===== src/rtl/dmem_arbiter.sv =====
// dmem_arbiter: shares one combinational-read data memory port between the CPU
// memory stage (default priority) and a secondary bus master (DMA/debug loader).
// A starvation counter guarantees the DMA a slot; a bounded lock lets the DMA
// keep the port for back-to-back transfers while the CPU is stalled.
// Optional feature macro: DMEM_ARB_STATS_EN (stall / DMA-grant statistics counters).
module dmem_arbiter #(
    parameter int unsigned WD           = 32,
    parameter int unsigned WAM          = 17,
    parameter int unsigned STARVE_LIMIT = 8,
    parameter int unsigned LOCK_MAX     = 16
) (
    input  logic          clk,
    input  logic          rst_n,
    // CPU memory stage
    input  logic          memreadM,
    input  logic          memwriteM,
    input  logic [WAM:0]  aluresultM,
    input  logic [WD-1:0] writedataM,
    input  logic [2:0]    memctrlM,
    output logic [WD-1:0] readdataM,
    output logic          stallM,
    // secondary master
    input  logic          dma_req,
    input  logic          dma_we,
    input  logic [WAM:0]  dma_addr,
    input  logic [WD-1:0] dma_wdata,
    input  logic [2:0]    dma_ctrl,
    input  logic          dma_lock,
    output logic          dma_gnt,
    output logic [WD-1:0] dma_rdata,
    output logic          dma_rvalid,
    // memory port
    output logic [WAM:0]  mem_addr,
    output logic          mem_we,
    output logic          mem_re,
    output logic [2:0]    mem_ctrl,
    output logic [WD-1:0] mem_wdata,
    input  logic [WD-1:0] mem_rdata,
    // statistics
    output logic [15:0]   stat_stall_cnt,
    output logic [15:0]   stat_dma_cnt
);

    localparam int unsigned SW = $clog2(STARVE_LIMIT + 1);
    localparam int unsigned LW = (LOCK_MAX > 1) ? $clog2(LOCK_MAX) : 1;

    typedef enum logic {
        CPU_OWN    = 1'b0,
        DMA_LOCKED = 1'b1
    } state_e;

    state_e        state_q, state_d;
    logic [SW-1:0] starve_q, starve_d;
    logic [LW-1:0] lock_q, lock_d;
    logic          rvalid_q, rvalid_d;
    logic [WD-1:0] rdata_q, rdata_d;

    logic cpu_act;
    logic starve_hit;
    logic lock_end;
    logic sel_dma;

    // State and counter registers
    always_ff @(posedge clk or negedge rst_n) begin
        if (!rst_n) begin
            state_q  <= CPU_OWN;
            starve_q <= '0;
            lock_q   <= '0;
            rvalid_q <= 1'b0;
            rdata_q  <= '0;
        end else begin
            state_q  <= state_d;
            starve_q <= starve_d;
            lock_q   <= lock_d;
            rvalid_q <= rvalid_d;
            rdata_q  <= rdata_d;
        end
    end

    // Grant decision, next state, port mux and counter updates
    always_comb begin
        cpu_act    = memreadM | memwriteM;
        starve_hit = (starve_q == SW'(STARVE_LIMIT));
        lock_end   = (lock_q == LW'(LOCK_MAX - 1));
        state_d    = state_q;
        sel_dma    = 1'b0;

        // reset gates the grant so no DMA access leaks out while rst_n is low
        unique case (state_q)
            CPU_OWN: begin
                sel_dma = rst_n & dma_req & (~cpu_act | starve_hit);
                if (sel_dma && dma_lock) begin
                    state_d = DMA_LOCKED;
                end
            end
            DMA_LOCKED: begin
                sel_dma = rst_n & dma_req;
                if ((sel_dma && !dma_lock) || !dma_req || lock_end) begin
                    state_d = CPU_OWN;
                end
            end
            default: state_d = CPU_OWN;
        endcase

        dma_gnt   = sel_dma;
        stallM    = cpu_act & sel_dma;
        mem_addr  = sel_dma ? dma_addr  : aluresultM;
        mem_wdata = sel_dma ? dma_wdata : writedataM;
        mem_ctrl  = sel_dma ? dma_ctrl  : memctrlM;
        mem_re    = sel_dma ? ~dma_we : (memreadM  & rst_n);
        mem_we    = sel_dma ?  dma_we : (memwriteM & rst_n);
        readdataM = (!sel_dma && memreadM) ? mem_rdata : '0;

        // a grant (including the last one of a forced release) clears starvation
        if (!dma_req || sel_dma) begin
            starve_d = '0;
        end else if (starve_hit) begin
            starve_d = starve_q;
        end else begin
            starve_d = starve_q + SW'(1);
        end

        lock_d   = (state_q == DMA_LOCKED) ? lock_q + LW'(1) : '0;
        rvalid_d = sel_dma & ~dma_we;
        rdata_d  = rvalid_d ? mem_rdata : rdata_q;
    end

    assign dma_rvalid = rvalid_q;
    assign dma_rdata  = rdata_q;

`ifdef DMEM_ARB_STATS_EN
    logic [15:0] stall_cnt_q;
    logic [15:0] dma_cnt_q;

    // Saturating stall-cycle and DMA-grant counters
    always_ff @(posedge clk or negedge rst_n) begin
        if (!rst_n) begin
            stall_cnt_q <= '0;
            dma_cnt_q   <= '0;
        end else begin
            if (stallM && stall_cnt_q != 16'hFFFF) begin
                stall_cnt_q <= stall_cnt_q + 16'd1;
            end
            if (dma_gnt && dma_cnt_q != 16'hFFFF) begin
                dma_cnt_q <= dma_cnt_q + 16'd1;
            end
        end
    end

    assign stat_stall_cnt = stall_cnt_q;
    assign stat_dma_cnt   = dma_cnt_q;
`else
    assign stat_stall_cnt = 16'd0;
    assign stat_dma_cnt   = 16'd0;
`endif

endmodule


===== config.mk =====
export PLATFORM = sky130hd
export DESIGN_NAME = dmem_arbiter
export DESIGN_NICKNAME = d
export VERILOG_FILES = /design/src/rtl/dmem_arbiter.sv
export SDC_FILE = /design/constraint.sdc
export NUM_CORES = 1
export LEC_CHECK = 0
export BUFFER_PORTS_ARGS = -buffer_cell sky130_fd_sc_hd__buf_2
export CAP_MARGIN = 30
export CELL_PAD_IN_SITES_DETAIL_PLACEMENT = 0
export CELL_PAD_IN_SITES_GLOBAL_PLACEMENT = 1
export CORE_AREA = 2 2 116 118
export DETAILED_ROUTE_END_ITERATION = 12
export DIE_AREA = 0 0 118 120
export GPL_TIMING_DRIVEN = 0
export PLACE_DENSITY_LB_ADDON = 0.08
export SETUP_SLACK_MARGIN = 0.4
export SLEW_MARGIN = 10
export SYNTH_ARGS = -nofsm -noshare
export SYNTH_HDL_FRONTEND = slang
export SYNTH_SLANG_ARGS = --single-unit

===== constraint.sdc =====
create_clock -name clk -period 3.8 [get_ports clk]
set_input_delay 0.19 -clock clk [delete_from_list [all_inputs] [get_ports clk]]
set_output_delay 0.19 -clock clk [all_outputs]
set_load 0.02 [all_outputs]

==> impl_metrics.csv, run 1 <==
group,metric,value,unit
run_status,status,"finished, final reports clean",
cts,insertion_delay,0.28,ns
route,post-route-drc-count,0,
route,vias_per_cell,3.98,
floorplanning,rows,42,
run,maxCapViolations,0,
worst_setup_path,end_kind,"output port",
cts,clk_pin_slew,0.06,ns
route,drtIter0Drc,102,
route,totalWireLength,11.1,mm
sta,setup-violations-final,0,
floorplanning,die_w,118,um
sta,slew_violations,0,
sta,finalCriticalPeriod,2.58,ns
pwr,power.leakage,0.00273,uW
cts,cts_tree,"built",
route,vias,2946,
cells_and_area,drive_gt1_share,70.7,%
worst_setup_path,cp_slowest_cell,"dfrtp_1",
synth,synth_ff_type,"dfrtp_1",
grt,grt_pass1_wl,16.1,mm
cts,cts_buffer_depth,2,
route,firstDrtPassIters,4,
cts,clock_sinks,42,
cells_and_area,fin_nets,710,
grt,grt_pass1_vias,2789,
floorplanning,dieArea,14200,um2
worst_setup_path,critPathKind,"reg -> out",
synth,synth_warnings,0,
place,finalWeightedCongestion,0.821,
floorplanning,die_h,120,um
grt,grt_max_degree,33,
synth,yosysSeqAreaShare,36.3,%
sta,period_share,67.8,%
grt,grt_util_all_layers,14.6,%
hold_path,hold_class,"in -> reg",
route,ant_nets,0,
synth,synth.ff_latch_count,42,
synth,ys_types,31,
synth,synth.avg_cell_area,11.3,um2
place,portBuffers,266,
cells_and_area,final_cell_mix,"buf_2, mux2_2, dfrtp_1",
cells_and_area,fill_cells,1411,
cts,cts_buffers,5,
sta,rsz0062_at_grt,"false",
synth,synth_cells,256,
pwr,powerDensity,362,nW/um2
cells_and_area,final_common_cell,"buf_2",
grt,overflow,0,
pwr,ir_drop,0.184,mV
worst_setup_path,crit_fanout,10,
cts,cts_root_buf,"clkbuf_16",
synth,synth-edff-count,0,
worst_setup_path,startpoint_type,"flip-flop",
synth,syn_area,2900,um2
floorplanning,io-pin-count,299,
synth,synthArstFlopShare,100,%
route,wl_per_cell,15.0,um
worst_setup_path,crit_chain,"inv_1, ha_1, and3b_1, buf_6, o21ai_4, buf_6, buf_6, mux2_1, buf_2",
worst_setup_path,crit_path_frequent_cell,"buf_6",
cells_and_area,area_delta_synth_final,63.7,%
place,place_hpwl,9.63,mm
sta,final.setup_skew,0.00580,ns
worst_setup_path,cp_slowest_stage_delay,0.37,ns
cts,ctsResizeCount,0,
worst_setup_path,crit_arrival,2.39,ns
cts,cts_setup_buffers,0,
cts,cts-htree-levels,2,
grt,antenna_found_initial,5,
floorplanning,start_util,22.3,%
sta,fmax,0.388,GHz
floorplanning,core,13000,um2
sta,holdWs,0.145,ns
worst_setup_path,worstPathRequired,3.61,ns
sta,hold_viol_final,0,
sta,setup_tns,0,ns
-- flip-flops by register name (all words and copies together), names as in the netlist --
register and flops:
lock_q 4, dma_rvalid 1, state_q 1, dma_rdata 32, starve_q 4
-- cells in the mapped netlist, types with 3 or more instances --
cell type / instances / area, um2
nand2_1: 5 / 18.8
buf_4: 36 / 270
ha_1: 3 / 37.5
mux2_2: 76 / 856
nor2_1: 7 / 26.3
buf_6: 6 / 67.6
a21oi_1: 3 / 15.0
and3_1: 32 / 200
dfrtp_1: 42 / 1050
mux2_1: 9 / 101
buf_2: 3 / 15.0
clkbuf_1: 3 / 11.3
inv_1: 7 / 26.3
xnor2_1: 3 / 26.3
-- worst max-delay path: cells and delay by family (launching register included) --
kind	cells	cell delay (ns)
adder cells (fa/ha/maj)	1	0.21
buffers and inverters	5	0.77
AO/OA/AOI/OAI	1	0.24
multiplexers	1	0.33
AND/OR/NAND/NOR	1	0.19
flip-flops	1	0.37
-- report_power, final --
group          total [uW]  switching (uW)  internal, uW  leakage, uW
Combinational         720             413           307      0.00213
Sequential            591            44.5           546     0.000527
Clock                 405             161           243    0.0000708
-- routing by layer --
metal / vias up / part of all wire (%) / global-route usage [%]
met1: 1345 / 42 / 18.6
met3: 14 / 7.2 / 4.37
met5: - / 0.36 / 0
li1: 1448 / - / -
met4: 6 / 1.0 / 2.94
met2: 133 / 49 / 24.7
-- path summary, 6_finish.rpt --
| path | from | slack, ns | depth (start not counted) | endpoint |
|---|---|---|---|---|
| max | starve_q[0] | 1.22 | 9 | mem_ctrl[1] |
| min | mem_rdata[24] | 0.14 | 2 | dma_rdata[24] |
| max reg2reg | starve_q[0] | 1.80 | 7 | dma_rdata[3] |
| min reg2reg | lock_q[0] | 0.46 | 1 | lock_q[0] |
| max in group asynchronous | rst_n | 2.93 | 3 | dma_rdata[1] |
| min in group asynchronous | rst_n | 0.37 | 2 | dma_rdata[25] |
-- cells by family (layout without fill, tap and decap cells) --
| logic type | Yosys count | count (layout) | share of synthesized area (%) |
|---|---|---|---|
| and+or+nand+nor | 54 | 54 | 10.6 |
| DFF | 42 | 42 | 36.3 |
| muxes | 86 | 86 | 33.4 |
| AOI/OAI and AO/OA | 10 | 10 | 3.37 |
| buffers and inverters | 55 | 331 | 13.5 |
| adders and majority gates | 3 | 3 | 1.30 |
| xor gates and xnor gates | 5 | 5 | 1.51 |
| other | 1 | 34 | 0.129 |
-- cell type report --
type	instances	area (um2)	share of cell area, %
flip-flops and latches	42	1050	22.2
inverters	7	26.3	0.554
plain buffers	48	364	7.68
well taps	176	220	4.64
diodes	2	5.00	0.106
clock inverters	2	13.8	0.290
repair buffers	268	1360	28.7
multi-input cells	190	1570	33.2
clock buffers	6	129	2.72
-- timing repair --
item                       4_1_cts  5_1_grt
hold endpoints to repair        10        0
setup endpoints to repair        0        0
hold buffers                     1        0
-- through the flow --
| stage | area [um2] | instances | setup slack (ns) | utilization, % | total power, uW |
|---|---|---|---|---|---|
| 2_1_floorplan | 3010 | 287 | 1.82 | - | 1030 |
| 3_3_place_gp | 4570 | 729 | 1.25 | 35.2 | 1320 |
| 3_5_place_dp | 4590 | 730 | 1.50 | 35.3 | 1330 |
| 4_1_cts | 4740 | 739 | 1.20 | 36.5 | 1740 |
| 5_1_grt | 4740 | 739 | 1.07 | 36.5 | 1820 |
| 6_report | 4740 | 741 | 1.22 | 36.5 | 1720 |
Note: power is estimated with default switching activity, not from simulation.
==> run 2: changes to the inputs <==
- ABC_AREA: not set -> 1
- CORE_AREA: 2 2 116 118 -> not set
- CORE_ASPECT_RATIO: not set -> 1.5
- CORE_MARGIN: not set -> 1.5
- CORE_UTILIZATION: not set -> 22
- DIE_AREA: 0 0 118 120 -> not set
- clock period: 3.8 -> 2.5 ns (I/O delays scaled with it)
==> impl_metrics.csv, run 2 <==
group,metric,value,unit
run_status,status,"finished, final reports clean",
worst_setup_path,crit_path_frequent_cell,"nand2_4",
sta,slew_violations,0,
sta,period_share,80.1,%
worst_setup_path,rrSetupSlack,0.95,ns
sta,final.setup_skew,0.00489,ns
synth,syn_area,3000,um2
place,finalWeightedCongestion,0.787,
cts,clock_sinks,42,
cts,cts_tree,"built",
cts,insertion_delay,0.28,ns
cells_and_area,largest_reg_flops,32,
pwr,net-switching-power,1050,uW
pwr,p_int,1830,uW
floorplanning,start_util,22.4,%
sta,slew_headroom,49.1,%
pwr,power.leakage,0.00331,uW
synth,synth_cells,474,
floorplanning,dieArea,14400,um2
sta,tightest_slew,0.760,ns
floorplanning,die_w,98.3,um
cells_and_area,area_delta_synth_final,68.8,%
sta,setup_tns,0,ns
worst_setup_path,crit_arrival,1.88,ns
sta,hold_viol_final,0,
floorplanning,rows,52,
place,place_hpwl,10.9,mm
synth,synth_area_leaders,"dfrtp_1, nand2_1, buf_4",
floorplanning,io-pin-count,299,
grt,grt_pass1_wl,19.9,mm
pwr,powerDensity,569,nW/um2
cts,cts_buffer_depth,2,
synth,synth.ff_latch_count,42,
synth,synth-edff-count,0,
cts,cts-htree-levels,2,
grt,grt_max_degree,27,
synth,synthArstFlopShare,100,%
place,portBuffers,266,
floorplanning,die_h,146,um
synth,synth_largest_area_cell,"dfrtp_1",
synth,synth_commonest_cells,"nand2_1, dfrtp_1, nor2_1",
floorplanning,core,13400,um2
synth,synth.avg_cell_area,6.33,um2
sta,setup_slack,0.497,ns
pwr,ir_drop,0.375,mV
route,post-route-drc-count,0,
grt,overflow,0,
grt,grt_pass1_vias,3594,
cells_and_area,final_cell_mix,"buf_2, nand2_1, nor2_1, dfrtp_1, buf_4",
sta,fmax,0.499,GHz
worst_setup_path,cp_slowest_cell,"dfrtp_1",
run,maxCapViolations,0,
cts,cts_root_buf,"clkbuf_16",
pwr,power_frac_comb,39.2,%
cells_and_area,drive_gt1_share,43.6,%
grt,grt_util_all_layers,17.6,%
pwr,seq_power_share,30.9,%
synth,ys_types,21,
synth,yosysSeqAreaShare,35.0,%
worst_setup_path,worstPathRequired,2.38,ns
sta,finalCriticalPeriod,2.00,ns
worst_setup_path,end_kind,"output port",
cts,clk_pin_slew,0.06,ns
route,totalWireLength,13.1,mm
route,wl_per_cell,13.6,um
route,firstDrtPassIters,5,
route,vias_per_cell,4.05,
synth,synth_warnings,0,
grt,antenna_found_initial,12,
pwr,pwr-share-clk,29.9,%
route,drtIter0Drc,102,
worst_setup_path,startpoint_type,"flip-flop",
cells_and_area,final_common_cell,"buf_2",
cells_and_area,fin_nets,933,
worst_setup_path,crit_fanout,10,
cts,cts_buffers,5,
sta,setup-violations-final,0,
route,ant_nets,0,
sta,rsz0062_at_grt,"false",
worst_setup_path,critPathKind,"reg -> out",
route,vias,3878,
worst_setup_path,cp_slowest_stage_delay,0.39,ns
place,place_ws,0.427,ns
synth,synth_ff_type,"dfrtp_1",
pwr,p_sw_share,36.6,%
worst_setup_path,crit_chain,"inv_2, ha_4, nand3_4, nand2_4, nand2_4, nand2_2, buf_4, nor2_1, buf_2",
synth,synth.most_common_cell,"nand2_1",
hold_path,hold_class,"in -> reg",
synth,synth_top_area_share,35.0,%
run 2: cell count changes after synthesis, sizes merged, moves of 3 or more:
cell	change
and3	-32
xnor2	-3
nand3	+6
nor2	+36
nand4	+32
buf	+9
inv	+35
nand2	+231
mux2	-85
run 2: final cells by class:
type / instances / area, um2
inverters: 43 / 166
well taps: 162 / 203
multi-input cells: 362 / 1560
diodes: 10 / 25.0
repair buffers: 273 / 1420
plain buffers: 58 / 440
fillers: 1483 / 8340
clock buffers: 6 / 139
clock inverters: 2 / 60.1
flip-flops and latches: 42 / 1050
run 2: kinds of logic (layout without fill, tap and decap cells):
group / after synthesis / count (layout) / share of synthesized area, %
xor+xnor: 4 / 4 / 1.17
fa+ha+maj: 3 / 3 / 1.25
buf+inv: 101 / 382 / 17.9
compound gates: 3 / 3 / 0.500
other cells: 1 / 42 / 0.125
simple gates: 320 / 320 / 44.1
flops: 42 / 42 / 35.0
run 2: power groups by stage:
stage / Combinational [uW] / Sequential, uW / Clock [uW]
after floorplan: 479 / 1060 / 0
after global placement: 1100 / 896 / 0
after detailed placement: 1110 / 898 / 0
after CTS: 1130 / 891 / 884
after global routing: 1240 / 907 / 912
final: 1130 / 891 / 860
run 2: path summary, 6_finish.rpt:
path,depth (start not counted),endpoint,from
worst max-delay path,9,readdataM[18],starve_q[0]
worst min-delay path,3,dma_rdata[11],mem_rdata[11]
worst max register to register,9,dma_rdata[0],starve_q[0]
worst min register to register,1,lock_q[0],lock_q[0]
max in group asynchronous,2,dma_rdata[23],rst_n
min in group asynchronous,2,starve_q[3],rst_n
run 2: per-stage QoR:
stage	total power, uW	cells	instance area (um2)	utilization [%]	hold slack [ns]
floorplan	1540	505	3120	-	-0.171
global placement	2000	933	4650	34.7	0.347
detailed placement	2000	934	4670	34.8	0.0975
CTS	2900	948	4960	37.0	0.0933
global route	3060	950	5040	37.6	0.105
finish	2880	958	5060	37.8	0.102
run 2: layer usage:
layer / track usage [%] / part of all wire [%] / vias to the layer above / wire length [um]
met1: 19.6 / 37 / 1638 / 4810
li1: - / - / 2008 / -
met5: 0 / 0.17 / - / 22
met3: 8.36 / 13 / 14 / 1640
met2: 30.4 / 49 / 214 / 6460
met4: 3.66 / 1.0 / 4 / 131
run 2: timing repair:
item | 4_1_cts | 5_1_grt
pin swaps | 1 | 2
endpoints found under the hold margin | 16 | 0
buffers inserted | 3 | 0
hold buffers | 3 | 0
gates resized for setup | 12 | 22
setup endpoints to repair | 79 | 56
run 2: worst max-delay path, delay by kind of cell, from the launching register on:
kind / cells / cell delay, ns
simple gates: 5 / 0.58
buf+inv: 3 / 0.46
flops: 1 / 0.39
fa+ha+maj: 1 / 0.16
